## src/rtl/cfg_router_pkg.sv

```systemverilog
// Shared definitions for the config router: FSM states, STATUS offset and error response patterns.
package cfg_router_pkg;

  typedef enum logic [1:0] {
    ST_IDLE = 2'd0,
    ST_WAIT = 2'd1,
    ST_RESP = 2'd2
  } state_e;

  localparam logic [3:0]  STATUS_OFS = 4'hF;
  localparam logic [15:0] BAD_PAT    = 16'hBAD0;
  localparam logic [15:0] DEAD_PAT   = 16'hDEAD;

  function automatic logic [31:0] err_word(input logic [15:0] pat, input logic [7:0] seq);
    return {pat, 8'h00, seq};
  endfunction

endpackage

```

## src/rtl/cfg_router_addr_dec.sv

```systemverilog
// Combinational region decoder: the local config region beats any target, and the lowest target index beats higher ones.
module cfg_router_addr_dec
  import cfg_router_pkg::*;
#(
  parameter int                       NUM_TGT   = 2,
  parameter logic [31:0]              ADDR_MASK = 32'hFFFF0000,
  parameter logic [31:0]              CFG_ADDR  = 32'h00000000,
  parameter logic [32*NUM_TGT-1:0]    TGT_ADDR  = {32'h00080000, 32'h00010000}
) (
  input  logic [31:0]        adr,
  output logic               cfg_hit,
  output logic [NUM_TGT-1:0] tgt_hit,
  output logic               miss
);

  always_comb begin
    cfg_hit = ((adr & ADDR_MASK) == (CFG_ADDR & ADDR_MASK));
    tgt_hit = '0;
    // Walk downwards so the lowest matching index is the one left standing.
    for (int i = NUM_TGT - 1; i >= 0; i--) begin
      if ((adr & ADDR_MASK) == (TGT_ADDR[32*i +: 32] & ADDR_MASK)) begin
        tgt_hit    = '0;
        tgt_hit[i] = 1'b1;
      end
    end
    if (cfg_hit) begin
      tgt_hit = '0;
    end
    miss = !cfg_hit && (tgt_hit == '0);
  end

endmodule

```

## src/rtl/cfg_router.sv

```systemverilog
// Routes single wishbone-side commands to NUM_TGT target macros or a local config bank, one outstanding at a time.
//
// state   | meaning
// IDLE    | ready; a command strobe is accepted and decoded this cycle
// WAIT    | target command issued; waiting for its ack or the timeout
// RESP    | registered response (ack/data/err) presented for one cycle
module cfg_router
  import cfg_router_pkg::*;
#(
  parameter int                    NUM_TGT   = 2,
  parameter int                    NUM_CFG   = 4,
  parameter logic [32*NUM_CFG-1:0] CFG_INIT  = '0,
  parameter logic [31:0]           ADDR_MASK = 32'hFFFF0000,
  parameter logic [31:0]           CFG_ADDR  = 32'h00000000,
  parameter logic [32*NUM_TGT-1:0] TGT_ADDR  = {32'h00080000, 32'h00010000},
  parameter int                    TIMEOUT   = 255
) (
  input  logic                    clk,
  input  logic                    rst,
  input  logic                    wb_cmd_val,
  input  logic [31:0]             wb_cmd_adr,
  input  logic                    wb_cmd_we,
  input  logic [3:0]              wb_cmd_sel,
  input  logic [31:0]             wb_cmd_dat,
  output logic                    wb_rd_ack,
  output logic [31:0]             wb_rd_dat,
  output logic                    wb_err,
  output logic [31:0]             cmd_adr,
  output logic                    cmd_we,
  output logic [3:0]              cmd_sel,
  output logic [31:0]             cmd_dat,
  output logic [NUM_TGT-1:0]      tgt_cmd_val,
  input  logic [NUM_TGT-1:0]      tgt_rd_ack,
  input  logic [32*NUM_TGT-1:0]   tgt_rd_dat,
  output logic [32*NUM_CFG-1:0]   cfg_out
);

  localparam int TMR_W = $clog2(TIMEOUT + 1);
  localparam logic [TMR_W-1:0] TMO_LIM = TMR_W'(TIMEOUT);

  state_e               state_q, state_d;
  logic [7:0]           seq_q, seq_d;
  logic                 tmo_q, tmo_d;
  logic                 ovr_q, ovr_d;
  logic [TMR_W-1:0]     tmr_q, tmr_d;
  logic [NUM_TGT-1:0]   tgt_oh_q, tgt_oh_d;
  logic                 ack_q, ack_d;
  logic [31:0]          dat_q, dat_d;
  logic                 err_q, err_d;
  logic [31:0]          cfg_q [NUM_CFG];
  logic [31:0]          cfg_d [NUM_CFG];

  logic                 cfg_hit;
  logic                 dec_miss;
  logic [NUM_TGT-1:0]   tgt_hit;
  logic [3:0]           cfg_idx;
  logic [31:0]          sel_dat;

  cfg_router_addr_dec #(
    .NUM_TGT   (NUM_TGT),
    .ADDR_MASK (ADDR_MASK),
    .CFG_ADDR  (CFG_ADDR),
    .TGT_ADDR  (TGT_ADDR)
  ) u_dec (
    .adr     (wb_cmd_adr),
    .cfg_hit (cfg_hit),
    .tgt_hit (tgt_hit),
    .miss    (dec_miss)
  );

  assign cfg_idx   = wb_cmd_adr[5:2];
  assign cmd_adr   = wb_cmd_adr;
  assign cmd_we    = wb_cmd_we;
  assign cmd_sel   = wb_cmd_sel;
  assign cmd_dat   = wb_cmd_dat;
  assign wb_rd_ack = ack_q;
  assign wb_rd_dat = dat_q;
  assign wb_err    = err_q;

  always_comb begin
    sel_dat = '0;
    for (int i = 0; i < NUM_TGT; i++) begin
      if (tgt_oh_q[i]) begin
        sel_dat = sel_dat | tgt_rd_dat[32*i +: 32];
      end
    end
  end

  always_comb begin
    for (int i = 0; i < NUM_CFG; i++) begin
      cfg_out[32*i +: 32] = cfg_q[i];
    end
  end

  always_comb begin
    state_d     = state_q;
    seq_d       = seq_q;
    tmo_d       = tmo_q;
    ovr_d       = ovr_q;
    tmr_d       = tmr_q;
    tgt_oh_d    = tgt_oh_q;
    ack_d       = 1'b0;
    dat_d       = '0;
    err_d       = 1'b0;
    tgt_cmd_val = '0;
    for (int i = 0; i < NUM_CFG; i++) begin
      cfg_d[i] = cfg_q[i];
    end

    case (state_q)
      ST_IDLE: begin
        if (wb_cmd_val) begin
          seq_d = seq_q + 8'd1;
          if (cfg_hit) begin
            state_d = ST_RESP;
            ack_d   = 1'b1;
            if (wb_cmd_we) begin
              for (int i = 0; i < NUM_CFG; i++) begin
                if (cfg_idx == 4'(i)) begin
                  for (int b = 0; b < 4; b++) begin
                    if (wb_cmd_sel[b]) begin
                      cfg_d[i][8*b +: 8] = wb_cmd_dat[8*b +: 8];
                    end
                  end
                end
              end
              if (cfg_idx == STATUS_OFS) begin
                tmo_d = 1'b0;
                ovr_d = 1'b0;
              end
            end else if (cfg_idx == STATUS_OFS) begin
              // seq reported includes the STATUS read itself
              dat_d = {22'b0, ovr_q, tmo_q, seq_d};
            end else begin
              for (int i = 0; i < NUM_CFG; i++) begin
                if (cfg_idx == 4'(i)) begin
                  dat_d = cfg_q[i];
                end
              end
            end
          end else if (dec_miss) begin
            state_d = ST_RESP;
            ack_d   = 1'b1;
            err_d   = 1'b1;
            dat_d   = err_word(BAD_PAT, seq_d);
          end else begin
            tgt_cmd_val = tgt_hit;
            tgt_oh_d    = tgt_hit;
            tmr_d       = '0;
            state_d     = ST_WAIT;
          end
        end
      end
      ST_WAIT: begin
        if (wb_cmd_val) begin
          ovr_d = 1'b1;
        end
        if ((tgt_rd_ack & tgt_oh_q) != '0) begin
          state_d = ST_RESP;
          ack_d   = 1'b1;
          dat_d   = sel_dat;
        end else if (tmr_q == TMO_LIM) begin
          state_d = ST_RESP;
          ack_d   = 1'b1;
          err_d   = 1'b1;
          dat_d   = err_word(DEAD_PAT, seq_q);
          tmo_d   = 1'b1;
        end else begin
          tmr_d = tmr_q + 1'b1;
        end
      end
      ST_RESP: begin
        if (wb_cmd_val) begin
          ovr_d = 1'b1;
        end
        state_d = ST_IDLE;
      end
      default: state_d = ST_IDLE;
    endcase
  end

  always_ff @(posedge clk) begin
    if (rst) begin
      state_q  <= ST_IDLE;
      seq_q    <= '0;
      tmo_q    <= 1'b0;
      ovr_q    <= 1'b0;
      tmr_q    <= '0;
      tgt_oh_q <= '0;
      ack_q    <= 1'b0;
      dat_q    <= '0;
      err_q    <= 1'b0;
      for (int i = 0; i < NUM_CFG; i++) begin
        cfg_q[i] <= CFG_INIT[32*i +: 32];
      end
    end else begin
      state_q  <= state_d;
      seq_q    <= seq_d;
      tmo_q    <= tmo_d;
      ovr_q    <= ovr_d;
      tmr_q    <= tmr_d;
      tgt_oh_q <= tgt_oh_d;
      ack_q    <= ack_d;
      dat_q    <= dat_d;
      err_q    <= err_d;
      for (int i = 0; i < NUM_CFG; i++) begin
        cfg_q[i] <= cfg_d[i];
      end
    end
  end

endmodule

```

## config.mk

```make
export PLATFORM = sky130hd
export DESIGN_NAME = cfg_router
export DESIGN_NICKNAME = d
export VERILOG_FILES = /design/src/rtl/cfg_router_pkg.sv /design/src/rtl/cfg_router_addr_dec.sv /design/src/rtl/cfg_router.sv
export SDC_FILE = /design/constraint.sdc
export NUM_CORES = 1
export LEC_CHECK = 0
export CORE_UTILIZATION = 40
export DETAILED_ROUTE_END_ITERATION = 12
export GPL_TIMING_DRIVEN = 0
export PLACE_DENSITY_LB_ADDON = 0.08
export SLEW_MARGIN = 30
export SYNTH_ARGS = -nofsm -noshare
export SYNTH_HDL_FRONTEND = slang
export SYNTH_SLANG_ARGS = --single-unit
export TNS_END_PERCENT = 50
```

## constraint.sdc

```tcl
create_clock -name clk -period 4.2 [get_ports clk]
set_input_delay 1.26 -clock clk [delete_from_list [all_inputs] [get_ports clk]]
set_output_delay 1.26 -clock clk [all_outputs]
set_load 0.03 [all_outputs]
```

Word-level counts from Yosys, hierarchy flattened. Memories as Yosys holds them, arrays and structs flattened. Cells that the tools add are included.

Register bits: 56. RAM bits: 128. Output and inout port bits: 233. Memories: 1.

Memory list: cfg_q (words 4, width 32, read ports 4, clocked after memory_dff 0, write ports 4, line cfg_router.sv:50) `logic [31:0] cfg_q [NUM_CFG];`.

Multiplexer cells: 83. Equal/unequal tests: 20. Reductions and logical operators: 16. $add $sub $neg: 2. Bitwise logic cells: 8.

Operators with widths (number): 32-bit two-way mux (21); 128-bit two-way mux (4); 8-bit two-way mux (21); 32-bit one-hot mux with 2 select lines (1); 32-bit logical NOT (1); 32-bit bitwise OR (1); 2-bit two-way mux (12); 1-bit two-way mux (18); 2-bit != test, second input constant (9); 8-bit by 1-bit adder with 8-bit output, second input constant (2); 16-bit by 1-bit equality test with 1-bit output, second input constant (1); 16-bit by 4-bit equality test with 1-bit output, second input constant (1); 8-bit one-hot mux with 2 select lines (1); 6-bit AND reduction (2); 4-bit by 2-bit equality test with 1-bit output, second input constant (2); 8-bit equality test, second input constant (1); 1-bit one-hot mux with 2 select lines (4); 7-bit AND reduction (1); 2-bit nonzero test (3); 4-bit by 1-bit equality test with 1-bit output, second input constant (1); 4-bit equality test, second input constant (1); 2-bit logical NOT (2); 4-bit logical NOT (1); 1-bit bitwise OR (4); other kinds (12) (14).

Longest topological paths before layout. Gate-level depths: netlist of run 1.

Depth after elaboration: 10. Gate-level depth with buffers: 9.

Modules after synthesis. Synthesis of run 1 repeated with hierarchy kept, for this count alone.

Cells, all modules: 1162. Area, all modules: 9325.2 um^2.

By module, submodules not included: cfg_router (area each 9232.6 um^2, sequential area each 3683.5 um^2, times used 1, cells an instance 1151); cfg_router_addr_dec (area each 92.6 um^2, sequential area each 0.0 um^2, times used 1, cells an instance 11).

Least setup slack after synthesis of run 1. OpenSTA, ideal clock, no wires.

Path type: input-to-output. Start: in wb_cmd_adr[29]. End: out tgt_cmd_val[1]. Arrival: 2.838 ns. Stages: 4. Path slack: 0.102 ns. Path buffers: 0. Cell sequence: or4_4 nor4_4 nand3_1 nor2_1.

Word-level cells in the longest chain between the ends: 10. Elaborated cells on any way between the ends: 13. Classes of those cells: 2 x eq/ne; 7 x mux; 4 x reduce/logical.

Ends and longest elaborated chain: start, declared (line cfg_router.sv:21) `input logic [31:0] wb_cmd_adr,`; 16-bit by 4-bit equality test with 1-bit output (line cfg_router_addr_dec.sv:21) `if ((adr & ADDR_MASK) == (TGT_ADDR[32*i +: 32] & ADDR_MASK)) begin`; 2-bit two-way mux (2 in series) (line cfg_router_addr_dec.sv:21); 2-bit two-way mux (line cfg_router_addr_dec.sv:26) `if (cfg_hit) begin`; 2-bit logical NOT (line cfg_router_addr_dec.sv:29) `miss = !cfg_hit && (tgt_hit == '0);`; 1-bit logical AND (line cfg_router_addr_dec.sv:29); 2-bit two-way mux (line cfg_router.sv:141) `end else if (dec_miss) begin`; 2-bit two-way mux * (line cfg_router.sv:114) `if (cfg_hit) begin`; 2-bit two-way mux * (line cfg_router.sv:112) `if (wb_cmd_val) begin`; 2-bit two-way mux * (line cfg_router.sv:110) `case (state_q)`; end, declared (line cfg_router.sv:32) `output logic [NUM_TGT-1:0] tgt_cmd_val,`.

Every way passes the cells marked *; elsewhere a longest branch is shown, timed or not.

Worst setup path after layout of run 1.
Start: in wb_cmd_adr[23]. End: out tgt_cmd_val[1].

Same word-level chain as after synthesis.

==> results of run 1 <==
==> state kept, by name (all words and copies together), names as in the netlist <==
name	cells
tmr_q	8
wb_rd_dat	32
seq_q	8
tgt_oh_q	2
cfg_q	128
tmo_q	1
ovr_q	1
wb_err	1
wb_rd_ack	1
state_q	2
==> metrics by stage <==
stage	instance area, µm²	hold slack [ps]	worst slack [ps]	std cells	utilization [%]
after global routing	14200	511	26.7	1730	60.6
after global placement	13500	463	-990	1689	57.5
after floorplan	9510	446	102	1016	-
after detailed placement	13500	474	-995	1689	57.5
after CTS	14200	483	-17.7	1729	60.5
final	14200	481	119	1731	60.6
==> kinds of logic (layout without fill, tap and decap cells) <==
| family | after synthesis | after routing | synth area share [%] |
|---|---|---|---|
| flops | 184 | 184 | 38.7 |
| buf+inv | 142 | 537 | 8.63 |
| simple gates | 344 | 344 | 19.7 |
| mux | 162 | 162 | 19.1 |
| fa+ha+maj | 4 | 4 | 0.526 |
| compound gates | 168 | 168 | 12.2 |
| other cells | 0 | 1 | 0 |
| xor+xnor | 12 | 12 | 1.11 |
==> routing by layer <==
layer	global-route usage, %	share of wire, %	up-vias	wire length (µm)
li1	-	-	4349	-
met1	37.3	42	4472	15400
met2	50.6	48	434	17700
met3	6.42	8.0	43	2940
met4	8.50	1.8	0	663
met5	0	0	-	0
==> area by class of cell <==
class                   instances  area (µm²)
fillers                      2068        9230
inverters                      10        37.5
clock buffers                  19         453
flip-flops and latches        184        3680
clock inverters                13         151
multi-input cells             690        5050
diodes                          1        2.50
plain buffers                 132         783
repair buffers                363        3610
well taps                     319         399
==> cell usage after synthesis (all sizes together), types with 2 or more instances <==
| cell | count |
|---|---|
| nor3b | 2 |
| o311a | 6 |
| and3 | 5 |
| or4 | 5 |
| a211oi | 7 |
| dfxtp | 184 |
| a21oi | 43 |
| o2bb2ai | 2 |
| a22oi | 28 |
| o21ai | 20 |
| o22ai | 2 |
| nand4 | 8 |
| buf | 85 |
| o31ai | 3 |
| nor2 | 188 |
| inv | 10 |
| mux4 | 15 |
| a22o | 13 |
| a221o | 5 |
| nor4 | 20 |
| xnor2 | 6 |
| or2 | 8 |
| mux2i | 145 |
| clkbuf | 47 |
| a31oi | 14 |
| ha | 4 |
| nand2 | 43 |
| nor3 | 10 |
| nor2b | 4 |
| a221oi | 2 |
| a21o | 3 |
| o211ai | 6 |
| or3 | 25 |
| o22a | 4 |
| nand3 | 16 |
| mux2 | 2 |
| xor2 | 6 |
| and2 | 3 |
| nand2b | 3 |
==> power groups by stage <==
stage               clock network [mW]  registers [mW]  logic, mW
detailed placement                   0            1.80      0.590
global placement                     0            1.80      0.587
finish                            1.65            1.76      0.598
CTS                               1.68            1.76      0.597
global route                      1.74            1.76      0.628
floorplan                            0            1.82      0.272
==> how the worst max path moves through the flow <==
stage                           endpoint  depth (start not counted)           start
final                     tgt_cmd_val[1]                          6  wb_cmd_adr[23]
after global routing      tgt_cmd_val[1]                          6  wb_cmd_adr[21]
after CTS                 tgt_cmd_val[0]                          6  wb_cmd_adr[22]
after detailed placement  tgt_cmd_val[0]                          6  wb_cmd_adr[30]
after global placement    tgt_cmd_val[0]                          6  wb_cmd_adr[30]
after floorplan           tgt_cmd_val[1]                          4  wb_cmd_adr[29]
==> critical path, stage by stage <==
cell           delay, ps
dlygate4sd2_1        280
or4_4                580
nor4_4               280
nand3_1              130
nor2_1               120
buf_4                170
==> what timing repair did <==
item,in CTS,in global routing
endpoints found under the setup margin,2,2
buffers inserted,8,1
gates cloned,0,0
gates resized for setup,19,8
pin swaps,8,4
==> cells in the final DEF, fill, tap and decap left out, types with 7 or more instances in the layout <==
master	n
inv_1	10
mux4_2	15
mux2i_1	145
dfxtp_1	184
or2_2	7
buf_4	79
a22oi_1	27
a21oi_1	43
clkbuf_16	17
nand2_1	41
nand3_1	16
o21ai_0	18
nor3_1	8
nor4_4	18
nor2_1	188
a211oi_1	7
clkbuf_1	47
buf_2	9
clkdlybuf4s50_1	341
a22o_1	13
or3_1	25
a31oi_1	14
==> impl_metrics.env, run 1 <==
export IMPL_cts_buffers=17
export IMPL_grt_pass1_vias=8824
export IMPL_hp_class="register to register"
export IMPL_reg2reg_slack_ps=1300
export IMPL_avgSynthCellArea_um2=9.36
export IMPL_post_route_min_period_ps=4080
export IMPL_hold_buffers=0
export IMPL_whs_path_depth=2
export IMPL_synth_distinct_cells=68
export IMPL_internal_power_mw=2.91
export IMPL_cp_start_kind="input port"
export IMPL_fin_skew_ps=13.8
export IMPL_num_vias=9298
export IMPL_regToRegEndpoint="cfg_q[1][18]"
export IMPL_pwr_share_clk_pct=41.2
export IMPL_synth_top_area_cell="dfxtp_1"
export IMPL_antenna_found_initial=0
export IMPL_clock_path_buffers=2
export IMPL_grt_pass1_wl_um=53600
export IMPL_gr_total_overflow=0
export IMPL_hold_start="state_q[0]"
export IMPL_comb_power_share_pct=14.9
export IMPL_synth_edff_count=0
export IMPL_io_pins=371
export IMPL_start_util_pct=40.6
export IMPL_dp_hpwl_um=27700
export IMPL_powerDensity_nw_per_um2=283
export IMPL_fin_crit_sh_pct=97.2
export IMPL_final_antenna_net_count=0
export IMPL_p_leak_nw=5.33
export IMPL_seq_area_frac_synth_pct=38.7
export IMPL_drtIter0Drc=515
export IMPL_syn_area_um2=9510
export IMPL_die_w_um=156
export IMPL_wirelength_um=36700
export IMPL_drt_wirelength_per_cell_um=21.2
export IMPL_grt_total_usage_pct=29.6
export IMPL_synth_top_cell_area_share_pct=38.7
export IMPL_cts_tree="yes"
export IMPL_htree_levels=4
export IMPL_ys_warn_count=0
export IMPL_maxSlewViolCount=0
export IMPL_switchingPower_mw=1.10
export IMPL_crit_path_end_kind="output port"
export IMPL_place_congestion=0.924
export IMPL_status="completed"
export IMPL_final_setup_viol_count=0
export IMPL_ir_drop_uv=259
export IMPL_seqPwrFrac_pct=43.9
export IMPL_path_max_fanout=3
export IMPL_rsz0062_at_grt="false"
export IMPL_synthFlopType="dfxtp_1"
export IMPL_drc=0
export IMPL_crit_required_ps=2940
export IMPL_core_area_um2=23400
export IMPL_vias_per_cell=5.37
export IMPL_synth_area_leaders="dfxtp_1 39%, mux2i_1 15%, nor2_1 7.4%"
export IMPL_hold_viol_final=0
export IMPL_layout_nets=1540
export IMPL_drt_pass1_iter_count=6
export IMPL_rows=56
export IMPL_maxSlewHeadroom_pct=32.2
export IMPL_worst_ep_arrival_time_ps=2820
export IMPL_drive_gt1_share_pct=12.8
export IMPL_io_buffer_count=354
export IMPL_clock_fmax_mhz=245
export IMPL_synth_seq_cells=184
export IMPL_area_growth_pct=49.0
export IMPL_worst_r2r_path_depth=9
export IMPL_max_cap_violations=0
export IMPL_critPathKind="input port to output port"
export IMPL_hold_end="state_q[0]"
export IMPL_die_h_um=156
export IMPL_syn_inst=1016
export IMPL_tightest_slew_ps=1020
export IMPL_setup_tns_ps=0
export IMPL_swShare_pct=27.5
export IMPL_r2r_start="state_q[1]"
export IMPL_cts_sinks=184
export IMPL_grt_max_degree=19
export IMPL_die_area_um2=24400
export IMPL_cts_root_buf="clkbuf_16"
export IMPL_insertion_delay_ps=440
export IMPL_ys_async_sr_fraction_pct=0
export IMPL_synth_fp_nets=1158
export IMPL_power_mw=4.01
export IMPL_clkTransAtPathRegs_ps=70
(Power assumes the default switching activity.)
==> run 2, diff against run 1 <==
- clock period: 4.2 -> 3.9 ns (I/O delays scaled with it)
==> run 2 against run 1 <==
Effect of this change:
- power rose by 9.4%
- combinational power grew 7.2%
- final cell count rose by 0.81%
- hold slack better by 5.4 ps
- utilization increased by 0.52 points
- die area stayed put
- setup slack got worse by 89 ps
- critical endpoint is now tgt_oh_q[0]
- largest cell class unchanged
- highest routed layer unchanged
==> impl_metrics.env, run 2 (same netlist as run 1, synthesis figures left out) <==
export IMPL_fin_cells=1745
export IMPL_seqPwrFrac_pct=43.2
export IMPL_comb_power_share_pct=14.6
export IMPL_grt_total_usage_pct=30.1
export IMPL_hold_viol_final=0
export IMPL_io_pins=371
export IMPL_grt_pass1_vias=8901
export IMPL_antenna_cells=0
export IMPL_rows=56
export IMPL_setup_tns_ps=0
export IMPL_final_common_cell="clkdlybuf4s50_1"
export IMPL_internal_power_mw=3.17
export IMPL_htree_levels=4
export IMPL_post_route_min_period_ps=3870
export IMPL_final_setup_viol_count=0
export IMPL_die_area_um2=24400
export IMPL_drt_wirelength_per_cell_um=21.3
export IMPL_cts_root_buf="clkbuf_16"
export IMPL_largest_register="cfg_q"
export IMPL_tightest_slew_ps=939
export IMPL_critPathKind="input port to register"
export IMPL_drtIter0Drc=528
export IMPL_maxSlewViolCount=0
export IMPL_dp_hpwl_um=27700
export IMPL_cts_tree="yes"
export IMPL_final_antenna_net_count=0
export IMPL_vias_per_cell=5.38
export IMPL_drc=0
export IMPL_grt_max_degree=20
export IMPL_layout_nets=1555
export IMPL_area_growth_pct=50.3
export IMPL_wirelength_um=37100
export IMPL_clock_fmax_mhz=258
export IMPL_swShare_pct=27.9
export IMPL_ir_drop_uv=241
export IMPL_mostFrequentLayoutCells="339 x clkdlybuf4s50_1, 186 x nor2_1, 184 x dfxtp_1"
export IMPL_antenna_found_initial=0
export IMPL_core_area_um2=23400
export IMPL_cts_buffers=17
export IMPL_place_congestion=0.945
export IMPL_worst_ep_arrival_time_ps=4160
export IMPL_drive_gt1_share_pct=14.4
export IMPL_fin_util_pct=61.1
export IMPL_p_leak_nw=5.38
export IMPL_largest_register_ffs=128
export IMPL_start_util_pct=40.6
export IMPL_hold_buffers=0
export IMPL_io_buffer_count=354
export IMPL_drt_pass1_iter_count=5
export IMPL_path_max_fanout=3
export IMPL_crit_path_end_kind="register"
export IMPL_grt_pass1_wl_um=54600
export IMPL_gr_total_overflow=0
export IMPL_switchingPower_mw=1.22
export IMPL_status="completed"
export IMPL_cp_start_kind="input port"
export IMPL_clkTransAtPathRegs_ps=70
export IMPL_placedCellCount=1689
export IMPL_clock_path_buffers=2
export IMPL_die_h_um=156
export IMPL_fin_crit_sh_pct=99.2
export IMPL_insertion_delay_ps=440
export IMPL_max_cap_violations=0
export IMPL_hp_class="register to register"
export IMPL_maxSlewHeadroom_pct=36.9
export IMPL_die_w_um=156
export IMPL_crit_required_ps=4190
export IMPL_num_vias=9390
export IMPL_pwr_share_clk_pct=42.2
export IMPL_fin_skew_ps=13.6
export IMPL_whs_ps=487
export IMPL_powerDensity_nw_per_um2=307
export IMPL_cts_sinks=184
## run 2: changes by cell type in the layout (fill, tap and decap cells not counted), sizes merged
cell,before,now
dlygate4sd2,5,4
clkdlybuf4s15,0,2
inv,18,16
bufinv,1,2
clkinv,4,7
dlymetal6s2s,6,2
clkdlybuf4s50,341,339
buf,96,110
diode,1,0
clkbuf,66,70
## run 2: worst max-delay path: stages
cell,delay [ps]
clkdlybuf4s15_1,240
or4_4,580
nor4_4,270
nand3_2,130
buf_4,150
buf_4,120
buf_4,120
buf_4,120
buf_4,120
buf_4,120
buf_4,120
buf_4,120
buf_4,120
buf_4,130
buf_4,120
buf_4,120
buf_4,120
nand2_1,70
a21oi_1,90
## run 2: per-layer routing
metal / up-vias / part of all wire [%] / track usage, %
met1: 4551 / 42 / 38.7
met3: 44 / 8.2 / 7.00
met5: - / 0 / 0
met4: 0 / 1.8 / 7.61
met2: 412 / 48 / 50.6
li1: 4383 / - / -
## run 2: final timing paths
check                           cells past startpoint           start  slack, ps          end
worst max register to register                     20      state_q[1]        750  tgt_oh_q[0]
worst max-delay path                               19  wb_cmd_adr[24]         30  tgt_oh_q[0]
worst min-delay path                                2      state_q[0]        490   state_q[0]
worst min register to register                      2      state_q[0]        490   state_q[0]
## run 2: stage by stage
stage | setup slack [ps] | instance area [µm²] | power [mW]
global route | -28.8 | 14300 | 4.52
global placement | -1200 | 13500 | 2.57
finish | 30.0 | 14300 | 4.39
detailed placement | -1170 | 13500 | 2.57
floorplan | 96.7 | 9510 | 2.25
CTS | 12.6 | 14300 | 4.40
## run 2: power by group through the flow
stage | logic [mW] | registers (mW) | clock network [mW]
detailed placement | 0.633 | 1.94 | 0
finish | 0.641 | 1.90 | 1.85
floorplan | 0.293 | 1.96 | 0
global route | 0.672 | 1.90 | 1.95
CTS | 0.638 | 1.90 | 1.87
global placement | 0.628 | 1.94 | 0
## run 2: cell type report
cell class,count,area (µm²)
fillers,2099,9100
multi-input cells,690,5060
repair buffers,378,3690
flip-flops and latches,184,3680
plain buffers,132,785
clock buffers,17,425
well taps,319,399
clock inverters,15,210
inverters,10,37.5
## run 2: timing repair
action | CTS | global route
buffers inserted | 23 | 1
gates resized for setup | 27 | 19
hold endpoints to repair | 0 | 0
setup endpoints to repair | 2 | 8
pin swaps | 10 | 5
